## src/rtl/fp_pkg.sv

```systemverilog
// Shared definitions for the iterative floating-point divider.
//   state_t     : handshake/datapath FSM states
//   bias()      : IEEE exponent bias for a given exponent width
//   canon_nan() : canonical quiet NaN bit pattern (zero-extended to 64 bits)
//   FLAG_*      : bit positions inside the 5-bit flags word
package fp_pkg;

  typedef enum logic [2:0] {
    ST_IDLE,
    ST_UNPACK,
    ST_DIV,
    ST_ROUND,
    ST_DONE
  } state_t;

  localparam int FLAG_NV = 4;  // invalid
  localparam int FLAG_DZ = 3;  // divide by zero
  localparam int FLAG_OF = 2;  // overflow
  localparam int FLAG_UF = 1;  // underflow
  localparam int FLAG_NX = 0;  // inexact

  function automatic int bias(input int exp_w);
    return (1 << (exp_w - 1)) - 1;
  endfunction

  // Sign 0, exponent all ones, fraction MSB set, remaining bits clear.
  function automatic logic [63:0] canon_nan(input int exp_w, input int man_w);
    logic [63:0] v;
    v = ((64'd1 << exp_w) - 64'd1) << man_w;
    v = v | (64'd1 << (man_w - 1));
    return v;
  endfunction

endpackage

```

## src/rtl/fp_mant_div_iter.sv

```systemverilog
// Radix-2 restoring mantissa divider, one quotient bit per cycle.
//   clk, rst  : clock, asynchronous active-high reset
//   start     : load dividend/divisor and begin MAN_W+3 iterations
//   dividend  : normalised dividend, divisor <= dividend < 2*divisor
//   divisor   : divisor significand with hidden bit
//   done      : high during the cycle performing the final iteration
//   quotient  : MAN_W+1 significant bits followed by guard and round
//   sticky    : final remainder is nonzero
module fp_mant_div_iter
  import fp_pkg::*;
#(
  parameter int MAN_W = 23
) (
  input  logic             clk,
  input  logic             rst,
  input  logic             start,
  input  logic [MAN_W+1:0] dividend,
  input  logic [MAN_W:0]   divisor,
  output logic             done,
  output logic [MAN_W+2:0] quotient,
  output logic             sticky
);

  localparam int CW = $clog2(MAN_W + 4);
  localparam logic [CW-1:0] LAST = CW'(MAN_W + 2);

  logic             busy;
  logic [CW-1:0]    cnt;
  logic [MAN_W+1:0] rem;
  logic [MAN_W+1:0] rem_sel;
  logic             ge;

  // rem stays below 2*divisor, so MAN_W+2 bits never overflow after the shift.
  always_comb begin
    ge      = rem >= {1'b0, divisor};
    rem_sel = ge ? (rem - {1'b0, divisor}) : rem;
  end

  always_ff @(posedge clk or posedge rst) begin
    if (rst) begin
      busy     <= 1'b0;
      cnt      <= '0;
      rem      <= '0;
      quotient <= '0;
    end else if (start) begin
      busy     <= 1'b1;
      cnt      <= '0;
      rem      <= dividend;
      quotient <= '0;
    end else if (busy) begin
      rem      <= rem_sel << 1;
      quotient <= {quotient[MAN_W+1:0], ge};
      if (cnt == LAST) begin
        busy <= 1'b0;
      end else begin
        cnt <= cnt + 1'b1;
      end
    end
  end

  assign done   = busy && (cnt == LAST);
  assign sticky = |rem;

endmodule

```

## src/rtl/fp_div_iter.sv

```systemverilog
// Iterative IEEE-754 divider with valid/ready handshake and RNE rounding.
//   clk, rst             : clock, asynchronous active-high reset
//   in_valid / in_ready  : operand handshake (accepted only when idle)
//   a, b                 : dividend and divisor, XLEN = 1+EXP_W+MAN_W bits
//   out_valid / out_ready: result handshake; result/flags held until taken
//   result               : quotient
//   flags                : {invalid, div_by_zero, overflow, underflow, inexact}
module fp_div_iter
  import fp_pkg::*;
#(
  parameter int EXP_W = 8,
  parameter int MAN_W = 23
) (
  input  logic                   clk,
  input  logic                   rst,
  input  logic                   in_valid,
  output logic                   in_ready,
  input  logic [EXP_W+MAN_W:0]   a,
  input  logic [EXP_W+MAN_W:0]   b,
  output logic                   out_valid,
  input  logic                   out_ready,
  output logic [EXP_W+MAN_W:0]   result,
  output logic [4:0]             flags
);

  localparam int XLEN = 1 + EXP_W + MAN_W;
  localparam logic [XLEN-1:0]      QNAN  = XLEN'(canon_nan(EXP_W, MAN_W));
  localparam logic signed [EXP_W+1:0] BIAS = (EXP_W+2)'(bias(EXP_W));
  localparam logic signed [EXP_W+1:0] EMAX = (EXP_W+2)'((1 << EXP_W) - 1);
  localparam logic signed [EXP_W+1:0] ONE  = (EXP_W+2)'(1);
  localparam logic signed [EXP_W+1:0] ZERO = '0;

  state_t state, state_next;

  logic [XLEN-1:0]          a_q, b_q;
  logic                     sign_q;
  logic signed [EXP_W+1:0]  e_q;

  // Unpack / special-case signals
  logic                     sa, sb, sign;
  logic [EXP_W-1:0]         ea, eb;
  logic [MAN_W-1:0]         fa, fb;
  logic                     a_zero, b_zero, a_inf, b_inf, a_nan, b_nan;
  logic                     spec_hit;
  logic [XLEN-1:0]          spec_res;
  logic [4:0]               spec_flags;
  logic [MAN_W:0]           ma, mb;
  logic                     pre_shift;
  logic [MAN_W+1:0]         dividend;
  logic signed [EXP_W+1:0]  e_unp;

  // Mantissa divider interface
  logic                     mdiv_start;
  logic                     mdiv_done;
  logic [MAN_W+2:0]         quot;
  logic                     sticky;

  // Rounding signals
  logic [MAN_W:0]           mant;
  logic                     guard, rnd, round_up, nx;
  logic [MAN_W+1:0]         mant_r;
  logic [MAN_W-1:0]         frac;
  logic signed [EXP_W+1:0]  e_r;
  logic [XLEN-1:0]          round_res;
  logic [4:0]               round_flags;

  always_comb begin
    sa = a_q[XLEN-1];
    sb = b_q[XLEN-1];
    ea = a_q[XLEN-2:MAN_W];
    eb = b_q[XLEN-2:MAN_W];
    fa = a_q[MAN_W-1:0];
    fb = b_q[MAN_W-1:0];
    sign = sa ^ sb;

    // exp==0 covers both zero and subnormal, which are flushed to zero
    a_zero = (ea == '0);
    b_zero = (eb == '0);
    a_inf  = (ea == '1) && (fa == '0);
    b_inf  = (eb == '1) && (fb == '0);
    a_nan  = (ea == '1) && (fa != '0);
    b_nan  = (eb == '1) && (fb != '0);

    spec_hit   = 1'b1;
    spec_res   = '0;
    spec_flags = '0;
    if (a_nan || b_nan || (a_zero && b_zero) || (a_inf && b_inf)) begin
      spec_res            = QNAN;
      spec_flags[FLAG_NV] = 1'b1;
    end else if (b_zero && !a_inf) begin
      spec_res            = {sign, {EXP_W{1'b1}}, {MAN_W{1'b0}}};
      spec_flags[FLAG_DZ] = 1'b1;
    end else if (a_inf) begin
      spec_res = {sign, {EXP_W{1'b1}}, {MAN_W{1'b0}}};
    end else if (b_inf || a_zero) begin
      spec_res = {sign, {(XLEN-1){1'b0}}};
    end else begin
      spec_hit = 1'b0;
    end

    // Pre-normalise so the quotient's leading bit is always 1.
    ma        = {1'b1, fa};
    mb        = {1'b1, fb};
    pre_shift = ma < mb;
    dividend  = pre_shift ? {ma, 1'b0} : {1'b0, ma};
    e_unp     = $signed({2'b00, ea}) - $signed({2'b00, eb}) + BIAS;
    if (pre_shift) begin
      e_unp = e_unp - ONE;
    end
  end

  fp_mant_div_iter #(
    .MAN_W(MAN_W)
  ) u_mant_div (
    .clk      (clk),
    .rst      (rst),
    .start    (mdiv_start),
    .dividend (dividend),
    .divisor  (mb),
    .done     (mdiv_done),
    .quotient (quot),
    .sticky   (sticky)
  );

  always_comb begin
    mant     = quot[MAN_W+2:2];
    guard    = quot[1];
    rnd      = quot[0];
    nx       = guard | rnd | sticky;
    round_up = guard & (rnd | sticky | mant[0]);
    mant_r   = {1'b0, mant} + (MAN_W+2)'(round_up);
    // Carry-out leaves 10.00..0: fraction is the shifted-down field, exponent +1.
    if (mant_r[MAN_W+1]) begin
      frac = mant_r[MAN_W:1];
      e_r  = e_q + ONE;
    end else begin
      frac = mant_r[MAN_W-1:0];
      e_r  = e_q;
    end

    round_flags = '0;
    if (e_r >= EMAX) begin
      round_res            = {sign_q, {EXP_W{1'b1}}, {MAN_W{1'b0}}};
      round_flags[FLAG_OF] = 1'b1;
      round_flags[FLAG_NX] = 1'b1;
    end else if (e_r <= ZERO) begin
      round_res            = {sign_q, {(XLEN-1){1'b0}}};
      round_flags[FLAG_UF] = 1'b1;
      round_flags[FLAG_NX] = 1'b1;
    end else begin
      round_res            = {sign_q, e_r[EXP_W-1:0], frac};
      round_flags[FLAG_NX] = nx;
    end
  end

  // State register
  always_ff @(posedge clk or posedge rst) begin
    if (rst) begin
      state <= ST_IDLE;
    end else begin
      state <= state_next;
    end
  end

  // Next-state logic
  always_comb begin
    state_next = state;
    unique case (state)
      ST_IDLE:   if (in_valid) state_next = ST_UNPACK;
      ST_UNPACK: state_next = spec_hit ? ST_DONE : ST_DIV;
      ST_DIV:    if (mdiv_done) state_next = ST_ROUND;
      ST_ROUND:  state_next = ST_DONE;
      ST_DONE:   if (out_ready) state_next = ST_IDLE;
      default:   state_next = ST_IDLE;
    endcase
  end

  // Output logic
  always_comb begin
    in_ready   = (state == ST_IDLE);
    out_valid  = (state == ST_DONE);
    mdiv_start = (state == ST_UNPACK) && !spec_hit;
  end

  // Datapath registers
  always_ff @(posedge clk or posedge rst) begin
    if (rst) begin
      a_q    <= '0;
      b_q    <= '0;
      sign_q <= 1'b0;
      e_q    <= '0;
      result <= '0;
      flags  <= '0;
    end else begin
      if (state == ST_IDLE && in_valid) begin
        a_q <= a;
        b_q <= b;
      end
      if (state == ST_UNPACK) begin
        sign_q <= sign;
        e_q    <= e_unp;
        if (spec_hit) begin
          result <= spec_res;
          flags  <= spec_flags;
        end
      end
      if (state == ST_ROUND) begin
        result <= round_res;
        flags  <= round_flags;
      end
    end
  end

endmodule

```

## config.mk

```make
export PLATFORM = sky130hd
export DESIGN_NAME = fp_div_iter
export DESIGN_NICKNAME = d
export VERILOG_FILES = /design/src/rtl/fp_pkg.sv /design/src/rtl/fp_mant_div_iter.sv /design/src/rtl/fp_div_iter.sv
export SDC_FILE = /design/constraint.sdc
export NUM_CORES = 1
export LEC_CHECK = 0
export ABC_AREA = 1
export BUFFER_PORTS_ARGS = -buffer_cell sky130_fd_sc_hd__buf_2
export CORE_MARGIN = 2
export CORE_UTILIZATION = 55
export DETAILED_ROUTE_END_ITERATION = 7
export PLACE_DENSITY = 0.78
export REMOVE_ABC_BUFFERS = 1
export SYNTH_ARGS = -nofsm -noshare
export SYNTH_HDL_FRONTEND = slang
export SYNTH_SLANG_ARGS = --single-unit
```

## constraint.sdc

```tcl
create_clock -name clk -period 5.8 [get_ports clk]
set_clock_uncertainty 0.15 [all_clocks]
set_input_delay 0.87 -clock clk [delete_from_list [all_inputs] [get_ports clk]]
set_output_delay 0.87 -clock clk [all_outputs]
set_load 0.02 [all_outputs]
```

==> results of run 1 <==
cells by family after synthesis:
family,Yosys count
simple gates,1059
buf+inv,287
compound gates,190
flops,172
fa+ha+maj,61
xor+xnor,39
mux,20
worst max-delay path, cell delays in order, from the launching register on:
cell and delay, ns:
dfrtp_1 0.36, inv_1 0.18, ha_1 0.33, a21oi_1 0.23, nor3_1 0.08, nor2_1 0.13, nand2_1 0.10, a21oi_1 0.12
buf_4 0.32, nand3_1 0.83, nand2_1 0.29, nand2_1 0.08, nand2_1 0.06, nand2_1 0.05, nand2_1 0.05, nand2_1 0.06
per-stage QoR:
stage               total power [µW]  instances  utilization (%)  cell area [µm²]  hold WS [ns]
floorplan                       6060       1774                -            12000         0.316
global placement                7270       2171             59.5            13000         0.308
detailed placement              7410       2171             59.5            13000         0.310
CTS                             8720       2203             62.5            13600         0.330
global route                    9640       2203             62.5            13600         0.350
finish                          8760       2203             62.5            13600         0.324
worst max-delay path by stage:
| stage | start | to | slack [ns] | depth (start not counted) |
|---|---|---|---|---|
| global placement | b_q[18] | u_mant_div.rem[23] | 2.49 | 13 |
| CTS | b_q[18] | u_mant_div.rem[13] | 2.36 | 15 |
| finish | b_q[22] | u_mant_div.rem[15] | 2.28 | 15 |
| detailed placement | b_q[20] | u_mant_div.rem[13] | 2.41 | 15 |
| floorplan | rst | a_q[0] | 0.12 | 1 |
| global route | b_q[20] | u_mant_div.rem[14] | 1.91 | 15 |
power by group through the flow:
stage | logic [µW] | clock network [µW] | registers [µW]
CTS | 5260 | 1280 | 2180
finish | 5310 | 1260 | 2190
detailed placement | 5220 | 0 | 2190
global placement | 5090 | 0 | 2180
floorplan | 3890 | 0 | 2170
global route | 6050 | 1330 | 2260
flip-flops by register name, summed over array words and instances (netlist names), 3 cells and up:
name / cells
state: 3
u_mant_div.rem: 25
a_q: 32
u_mant_div.quotient: 26
e_q: 10
result: 32
b_q: 32
flags: 5
u_mant_div.cnt: 5
area by class of cell:
class,count,area [µm²]
clock buffers,19,443
clock inverters,13,198
fillers,2065,8190
inverters,233,880
multi-input cells,1369,6830
flip-flops and latches,172,4300
well taps,280,350
repair buffers,117,626
metal layers:
layer	routed length [µm]	GRT usage, %
met1	14900	38.8
met2	15300	47.1
met3	2080	4.48
met4	770	9.30
met5	0	0
placed cells by master (no fill, tap or decap), types with 33 or more instances in the layout:
cell	count
a21oi_1	125
buf_2	106
dfrtp_1	172
ha_1	59
inv_1	227
nand2_1	620
nand3_1	125
nand4_1	50
nor2_1	199
o21ai_0	48
xor2_1	33
==> impl_metrics.env, run 1 <==
export IMPL_nets=2039
export IMPL_worstPathArrival_ns=3.70
export IMPL_netlist_top_cells_count="nand2_1, inv_1, nor2_1, dfrtp_1"
export IMPL_timing_setup_tns_ns=0
export IMPL_starting_density_pct=56.1
export IMPL_diodes=0
export IMPL_simple_gate_share_of_the_synthesized_area_pct=36.5
export IMPL_synthesis_instances=1828
export IMPL_register_area_share_after_synthesis_pct=35.1
export IMPL_syn_cell_area_um2=12300
export IMPL_synthesized_area_fraction_occupied_by_adder_cells_pct=6.35
export IMPL_cts_setup_buffers=0
export IMPL_timing_rr_end="u_mant_div.rem[15]"
export IMPL_top_level_ports=107
export IMPL_hp_class="reg2reg"
export IMPL_clock_sinks=172
export IMPL_power_share_clock_pct=14.4
export IMPL_cellPowerDensity_nw_per_um2=643
export IMPL_fin_crit_sh_pct=60.6
export IMPL_post_synth_cell_area_avg_um2=6.70
export IMPL_routabilityCongestion=0.972
export IMPL_yosys_area_top_type_share_pct=35.1
export IMPL_synth_top_cell_by_area="dfrtp_1"
export IMPL_synth_most_common_cell="nand2_1"
export IMPL_route_detailed_wl_per_inst_um=15.0
export IMPL_groute_usage_overall_pct=28.6
export IMPL_grt_remaining_overflow=0
export IMPL_io_buffers=106
export IMPL_share_seq_of_total_power_pct=25.0
export IMPL_die_height_um=153
export IMPL_cts_buffer_depth=2
export IMPL_reg2regPathDepth=15
export IMPL_crit_type="reg2reg"
export IMPL_timing_slew_headroom_pct=28.1
export IMPL_setup_worst_path_end_class="flip-flop"
export IMPL_number_of_pins_with_negative_max_slew_slack_in_the_final_report=0
export IMPL_clock_tree_root_cell="clkbuf_16"
export IMPL_htreeDepth=4
export IMPL_grt_max_degree=173
export IMPL_tightest_slew_ns=1.08
export IMPL_worstSkewPairLatency_ns=0.44
export IMPL_worst_slack_ns=2.28
export IMPL_post_dp_hpwl_mm=24.3
export IMPL_min_delay_worst_endpoint="result[7]"
export IMPL_synth_top_family_by_area="simple AND/OR/NAND/NOR gates"
export IMPL_grt_first_pass_wirelength_mm=55.4
export IMPL_drc_errors=0
export IMPL_grt_pass1_vias=11300
export IMPL_min_period_ns=3.52
export IMPL_post_synth_xor_xnor_area_pct=2.79
export IMPL_switching_share_pct=51.6
export IMPL_num_vias=11900
export IMPL_die_width_um=153
export IMPL_placeableCoreArea_um2=21800
export IMPL_critical_path_required_ns=5.98
export IMPL_antenna_found_initial=0
export IMPL_synthDistinctLibCells=40
export IMPL_route_detailed_vias_per_inst=5.41
export IMPL_synth_enable_flop_cells=0
export IMPL_drt_wl_total_mm=33.1
export IMPL_power_share_combinational_pct=60.6
export IMPL_hold_fails_final_rpt=0
export IMPL_clk_transition_reported_paths_ns=0.08
export IMPL_outcome="finished clean"
export IMPL_asyncSetResetFlopFracSynth_pct=100
export IMPL_worstHoldPathCells=2
export IMPL_timing_max_cap_violations=0
export IMPL_synth_compound_gate_area_share_pct=8.09
export IMPL_netSwitchingPower_uw=4520
export IMPL_place_worst_setup_slack_ns=2.41
export IMPL_die_area_um2=23500
export IMPL_dominantRegCellSynth="dfrtp_1"
export IMPL_hold_path_startpoint="result[7]"
export IMPL_critical_path_max_fanout=26
export IMPL_setup_violations_final=0
export IMPL_layout_drive_gt1_share_pct=10.8
export IMPL_leakagePower_uw=0.00765
export IMPL_tritoncts_num_buffers=17
export IMPL_cts_repair_resized=0
export IMPL_worst_supply_voltage_drop_on_vdd_mv=0.308
export IMPL_ys_ff_latch=172
export IMPL_start_kind="flip-flop"
export IMPL_achievable_frequency_mhz=284
export IMPL_synth_area_leaders="dfrtp_1, nand2_1, inv_1"
export IMPL_yosysWarnings=0
export IMPL_areaGrowthSynthToFinish_pct=11.2
export IMPL_ant_nets=0
export IMPL_cts_hold_buffers_added=0
export IMPL_reg2reg_from="b_q[22]"
export IMPL_synth_mux_area_fraction_pct=1.84
export IMPL_initial_detailed_routing_violation_count=969
export IMPL_floorplan_rows=54
export IMPL_first_pass_iters=6
export IMPL_tritoncts_clock_tree="yes"
export IMPL_rrSetupSlack_ns=2.28
export IMPL_total_internal_power_uw=4240
export IMPL_rsz_0062_raised_after_global_routing="no"
No activity file was read; power rests on OpenSTA's default activity.
==> inputs of run 2 (changes only) <==
Clock period 5.8 ns to 2.95 ns, I/O delays scaled along.
==> run 2 against run 1 <==
Effect of this change:
- sequential power is 98% higher
- clock power grew 80%
- worst hold slack got worse by 0.24 ns
- sequential share of layout area is 0.74 points lower
- maximum frequency is 24% higher
- design area rose by 2.4%
==> impl_metrics.env, run 2 (synthesis gave the netlist of run 1 again) <==
export IMPL_final_instance_count_excl_fill=2235
export IMPL_p_total_uw=17700
export IMPL_ant_nets=0
export IMPL_crit_type="reg2reg"
export IMPL_place_worst_setup_slack_ns=-0.0101
export IMPL_routabilityCongestion=0.972
export IMPL_rsz_0062_raised_after_global_routing="yes"
export IMPL_drt_wl_total_mm=33.6
export IMPL_floorplan_rows=54
export IMPL_die_height_um=153
export IMPL_multi_input_area_um2=6900
export IMPL_top_level_ports=107
export IMPL_number_of_pins_with_negative_max_slew_slack_in_the_final_report=0
export IMPL_hp_class="in2reg"
export IMPL_grt_pass1_vias=11500
export IMPL_achievable_frequency_mhz=353
export IMPL_antenna_found_initial=0
export IMPL_clk_transition_reported_paths_ns=0.07
export IMPL_starting_density_pct=56.1
export IMPL_placedCellCount=2194
export IMPL_grt_max_degree=72
export IMPL_initial_detailed_routing_violation_count=975
export IMPL_start_kind="flip-flop"
export IMPL_areaGrowthSynthToFinish_pct=13.9
export IMPL_commonest_non_fill_non_tap_cell_in_the_layout="nand2_1"
export IMPL_fin_crit_sh_pct=96.1
export IMPL_timing_max_cap_violations=0
export IMPL_worst_supply_voltage_drop_on_vdd_mv=0.913
export IMPL_placeableCoreArea_um2=21800
export IMPL_grt_remaining_overflow=0
export IMPL_setup_violations_final=0
export IMPL_tightest_slew_ns=0.702
export IMPL_cellPowerDensity_nw_per_um2=1260
export IMPL_route_detailed_wl_per_inst_um=15.0
export IMPL_die_area_um2=23500
export IMPL_outcome="finished clean"
export IMPL_clock_sinks=172
export IMPL_tritoncts_clock_tree="yes"
export IMPL_first_pass_iters=5
export IMPL_timing_slew_headroom_pct=53.2
export IMPL_setup_worst_path_end_class="flip-flop"
export IMPL_worstPathArrival_ns=3.02
export IMPL_final_core_utilization_pct=64.0
export IMPL_hold_fails_final_rpt=0
export IMPL_drc_errors=0
export IMPL_layout_drive_gt1_share_pct=12.8
export IMPL_clock_tree_root_cell="clkbuf_16"
export IMPL_critical_path_max_fanout=3
export IMPL_diodes=0
export IMPL_grt_first_pass_wirelength_mm=55.9
export IMPL_finalInstanceArea_um2=14000
export IMPL_reg_top3="a_q x32, b_q x32, result x32"
export IMPL_htreeDepth=4
export IMPL_combined_flip_flop_and_latch_cell_area_um2=4310
export IMPL_nets=2073
export IMPL_die_width_um=153
export IMPL_min_period_ns=2.83
export IMPL_cts_buffer_depth=2
export IMPL_worstSkewPairLatency_ns=0.44
export IMPL_layout_filler_cells=2022
export IMPL_worst_slack_ns=0.116
export IMPL_groute_usage_overall_pct=28.8
export IMPL_leakagePower_uw=0.00779
export IMPL_num_vias=12100
export IMPL_route_detailed_vias_per_inst=5.41
export IMPL_critical_path_required_ns=3.14
export IMPL_detailed_place_area_um2=13200
export IMPL_tritoncts_num_buffers=17
export IMPL_post_dp_hpwl_mm=25.3
export IMPL_io_buffers=106
export IMPL_final_cell_mix="nand2_1, inv_1, nor2_1, dfrtp_1, a21oi_1"
[run 2: through the flow]
step           hold WS [ns]  TNS [ns]
2_1_floorplan         0.316   -442.13
3_3_place_gp          0.305         0
3_5_place_dp          0.312   -0.0101
4_1_cts              0.0685         0
5_1_grt              0.0785    -0.462
6_report             0.0821         0
[run 2: final timing paths]
kind | from | to | slack, ns | cells after the start
min in group asynchronous | rst | e_q[6] | 0.42 | 3
max in group asynchronous | rst | a_q[12] | 1.45 | 4
worst max register to register | a_q[23] | e_q[7] | 0.12 | 17
worst min-delay path | a[1] | a_q[1] | 0.08 | 2
worst max-delay path | a_q[23] | e_q[7] | 0.12 | 17
worst min register to register | flags[4] | flags[4] | 0.32 | 2
[run 2: area by class of cell]
| type | count | area share [%] |
|---|---|---|
| Sequential cell | 172 | 30.8 |
| Clock buffer | 21 | 3.23 |
| Multi-Input combinational cell | 1369 | 49.4 |
| Inverter | 233 | 6.32 |
| Timing Repair Buffer | 151 | 6.87 |
| Clock inverter | 9 | 0.825 |
| Tap cell | 280 | 2.51 |
[run 2: repair_timing]
item / 4_1_cts / 5_1_grt
pin swaps: 1 / 9
hold buffers: 1 / 0
gates resized for setup: 0 / 21
setup endpoints to repair: 2 / 49
hold endpoints to repair: 43 / 0
setup buffers: 1 / 9
[run 2: critical path, cell delays in order (launching register included)]
cell      delay [ns]
dfrtp_1         0.39
inv_2           0.10
ha_4            0.14
inv_2           0.04
fa_1            0.52
inv_1           0.06
ha_1            0.20
a21boi_4        0.15
nor2_2          0.15
nand3_2         0.12
nor2_2          0.14
nand2_1         0.08
nor2_1          0.10
nand2_1         0.08
nor2_2          0.12
nand2_1         0.06
nand3_1         0.07
nand2_1         0.05
[run 2: report_power, final]
group          leakage, µW  total (µW)  internal, µW  switching [µW]
Clock             0.000258        2270          1270            1000
Sequential         0.00211        4340          3390             950
Combinational      0.00542       11000          3990            7060
Total              0.00779       17700          8640            9010
[run 2: per-layer routing]
metal	GRT usage [%]	routed length, µm
met5	0	0
met4	7.98	727
met3	4.56	2010
met2	46.8	15600
met1	40.2	15300
==> inputs of run 3 (changes only) <==
Settings changed: CORE_UTILIZATION 55 to 32, PLACE_DENSITY 0.78 to 0.51.
==> run 3 against run 2 <==
Effect of this change:
- worst hold slack got worse by 0.0087 ns
- global-route usage fell by 9.1 points
- critical path type unchanged
- critical endpoint unchanged
- count of clock-buffer cells in the layout fell by 1
- sequential share of layout area fell by 1.4 points
- core utilization fell by 25 points
- register-to-register slack improved by 0.05 ns
==> impl_metrics.env, run 3 (synthesis gave the netlist of run 1 again) <==
export IMPL_outcome="finished clean"
export IMPL_grt_pass1_vias=11700
export IMPL_diodes=0
export IMPL_grt_first_pass_wirelength_mm=61.4
export IMPL_die_height_um=200
export IMPL_drc_errors=0
export IMPL_cts_buffer_depth=2
export IMPL_tightest_slew_ns=0.920
export IMPL_number_of_pins_with_negative_max_slew_slack_in_the_final_report=0
export IMPL_reg2reg_from="a_q[23]"
export IMPL_clock_sinks=172
export IMPL_htreeDepth=4
export IMPL_initial_detailed_routing_violation_count=692
export IMPL_floorplan_rows=71
export IMPL_top_level_ports=107
export IMPL_setup_worst_path_end_class="flip-flop"
export IMPL_worstHoldPathCells=2
export IMPL_worstSkewPairLatency_ns=0.45
export IMPL_route_detailed_wl_per_inst_um=15.0
export IMPL_die_area_um2=39900
export IMPL_final_instance_count_excl_fill=2505
export IMPL_layout_drive_gt1_share_pct=14.4
export IMPL_commonest_non_fill_non_tap_cell_in_the_layout="nand2_1"
export IMPL_setup_violations_final=0
export IMPL_post_dp_hpwl_mm=29.1
export IMPL_tritoncts_num_buffers=17
export IMPL_die_width_um=200
export IMPL_reg_top3="a_q x32, b_q x32, result x32"
export IMPL_hp_class="in2reg"
export IMPL_critical_path_required_ns=3.14
export IMPL_routabilityCongestion=0.901
export IMPL_first_pass_iters=5
export IMPL_areaGrowthSynthToFinish_pct=19.3
export IMPL_io_buffers=106
export IMPL_antenna_found_initial=0
export IMPL_finalInstanceArea_um2=14600
export IMPL_groute_usage_overall_pct=19.7
export IMPL_timing_slew_headroom_pct=38.3
export IMPL_rrSetupSlack_ns=0.17
export IMPL_crit_type="reg2reg"
export IMPL_p_total_uw=18100
export IMPL_num_vias=11900
export IMPL_route_detailed_vias_per_inst=4.73
export IMPL_reg2regPathDepth=18
export IMPL_clk_transition_reported_paths_ns=0.07
export IMPL_min_period_ns=2.78
export IMPL_starting_density_pct=32.5
export IMPL_detailed_place_area_um2=13900
export IMPL_achievable_frequency_mhz=359
export IMPL_start_kind="flip-flop"
export IMPL_rsz_0062_raised_after_global_routing="yes"
export IMPL_nets=2110
export IMPL_placedCellCount=2468
export IMPL_timing_setup_tns_ns=0
export IMPL_grt_max_degree=107
export IMPL_timing_rr_end="e_q[7]"
export IMPL_drt_wl_total_mm=37.6
export IMPL_ant_nets=0
export IMPL_worst_supply_voltage_drop_on_vdd_mv=0.509
export IMPL_hold_fails_final_rpt=0
export IMPL_hold_path_startpoint="a[31]"
export IMPL_clock_tree_root_cell="clkbuf_16"
export IMPL_cellPowerDensity_nw_per_um2=1240
export IMPL_final_cell_mix="nand2_1, inv_1, nor2_1, dfrtp_1, a21oi_1"
export IMPL_worstPathArrival_ns=2.97
export IMPL_crit_start="a_q[23]"
export IMPL_grt_remaining_overflow=0
export IMPL_leakagePower_uw=0.00801
export IMPL_critical_path_max_fanout=3
export IMPL_timing_max_cap_violations=0
export IMPL_placeableCoreArea_um2=37700
export IMPL_fin_crit_sh_pct=94.3
export IMPL_min_delay_worst_endpoint="a_q[31]"
export IMPL_tritoncts_clock_tree="yes"
## run 3: changes by cell type in the layout (fill, tap and decap cells not counted), sizes merged
cell,previous run,this run
buf,150,187
clkinv,0,6
clkinvlp,5,3
bufinv,2,1
clkbuf,21,20
## run 3: cell type report
cell class	instances	area (µm²)
Fill cell	4132	23000
Multi-Input combinational cell	1369	6910
Sequential cell	172	4300
Timing Repair Buffer	188	1310
Inverter	233	885
Tap cell	511	639
Clock buffer	20	457
Clock inverter	12	114
## run 3: timing repair
item                                   in CTS  in global routing
setup endpoints to repair                   0                 49
gates resized for setup                     0                 21
hold buffers                                1                  0
setup buffers                               0                  4
endpoints found under the hold margin      57                  0
## run 3: how the worst max path moves through the flow
| stage | to | cells after the start | slack (ns) |
|---|---|---|---|
| after CTS | result[21] | 18 | 0.03 |
| after global placement | result[19] | 18 | 0.10 |
| after global routing | e_q[9] | 19 | -0.05 |
| after floorplan | a_q[0] | 1 | -2.30 |
| final | e_q[7] | 18 | 0.17 |
| after detailed placement | result[17] | 18 | 0.05 |
## run 3: per-layer routing
metal	part of all wire, %	GRT usage [%]	up-vias
met5	0	0	-
met4	1.9	5.32	0
met3	3.4	2.80	32
met2	45	31.7	188
met1	50	27.6	5513
li1	-	-	6119
## run 3: through the flow
step	hold WS (ns)	setup slack [ns]	util, %
2_1_floorplan	0.316	-2.30	-
3_3_place_gp	0.308	0.101	36.9
3_5_place_dp	0.313	0.0464	36.9
4_1_cts	0.0537	0.0268	38.5
5_1_grt	0.0644	-0.0533	38.8
6_report	0.0734	0.168	38.8
## run 3: power breakdown
group          internal, µW  switching [µW]
Sequential             3380             781
Combinational          4280            7350
Clock                  1210            1050
## run 3: critical path, cell delays in order, from the launching register on
cell,delay (ns)
dfrtp_1,0.34
inv_1,0.07
ha_1,0.19
inv_1,0.10
fa_1,0.45
inv_1,0.10
ha_1,0.18
a21boi_4,0.23
nand3_2,0.12
nor2_4,0.14
nand2_1,0.06
nand2_1,0.05
nand2_1,0.07
inv_1,0.07
nand2_1,0.06
nor2_1,0.12
nand2_1,0.07
nand3_1,0.07
nand2_1,0.05
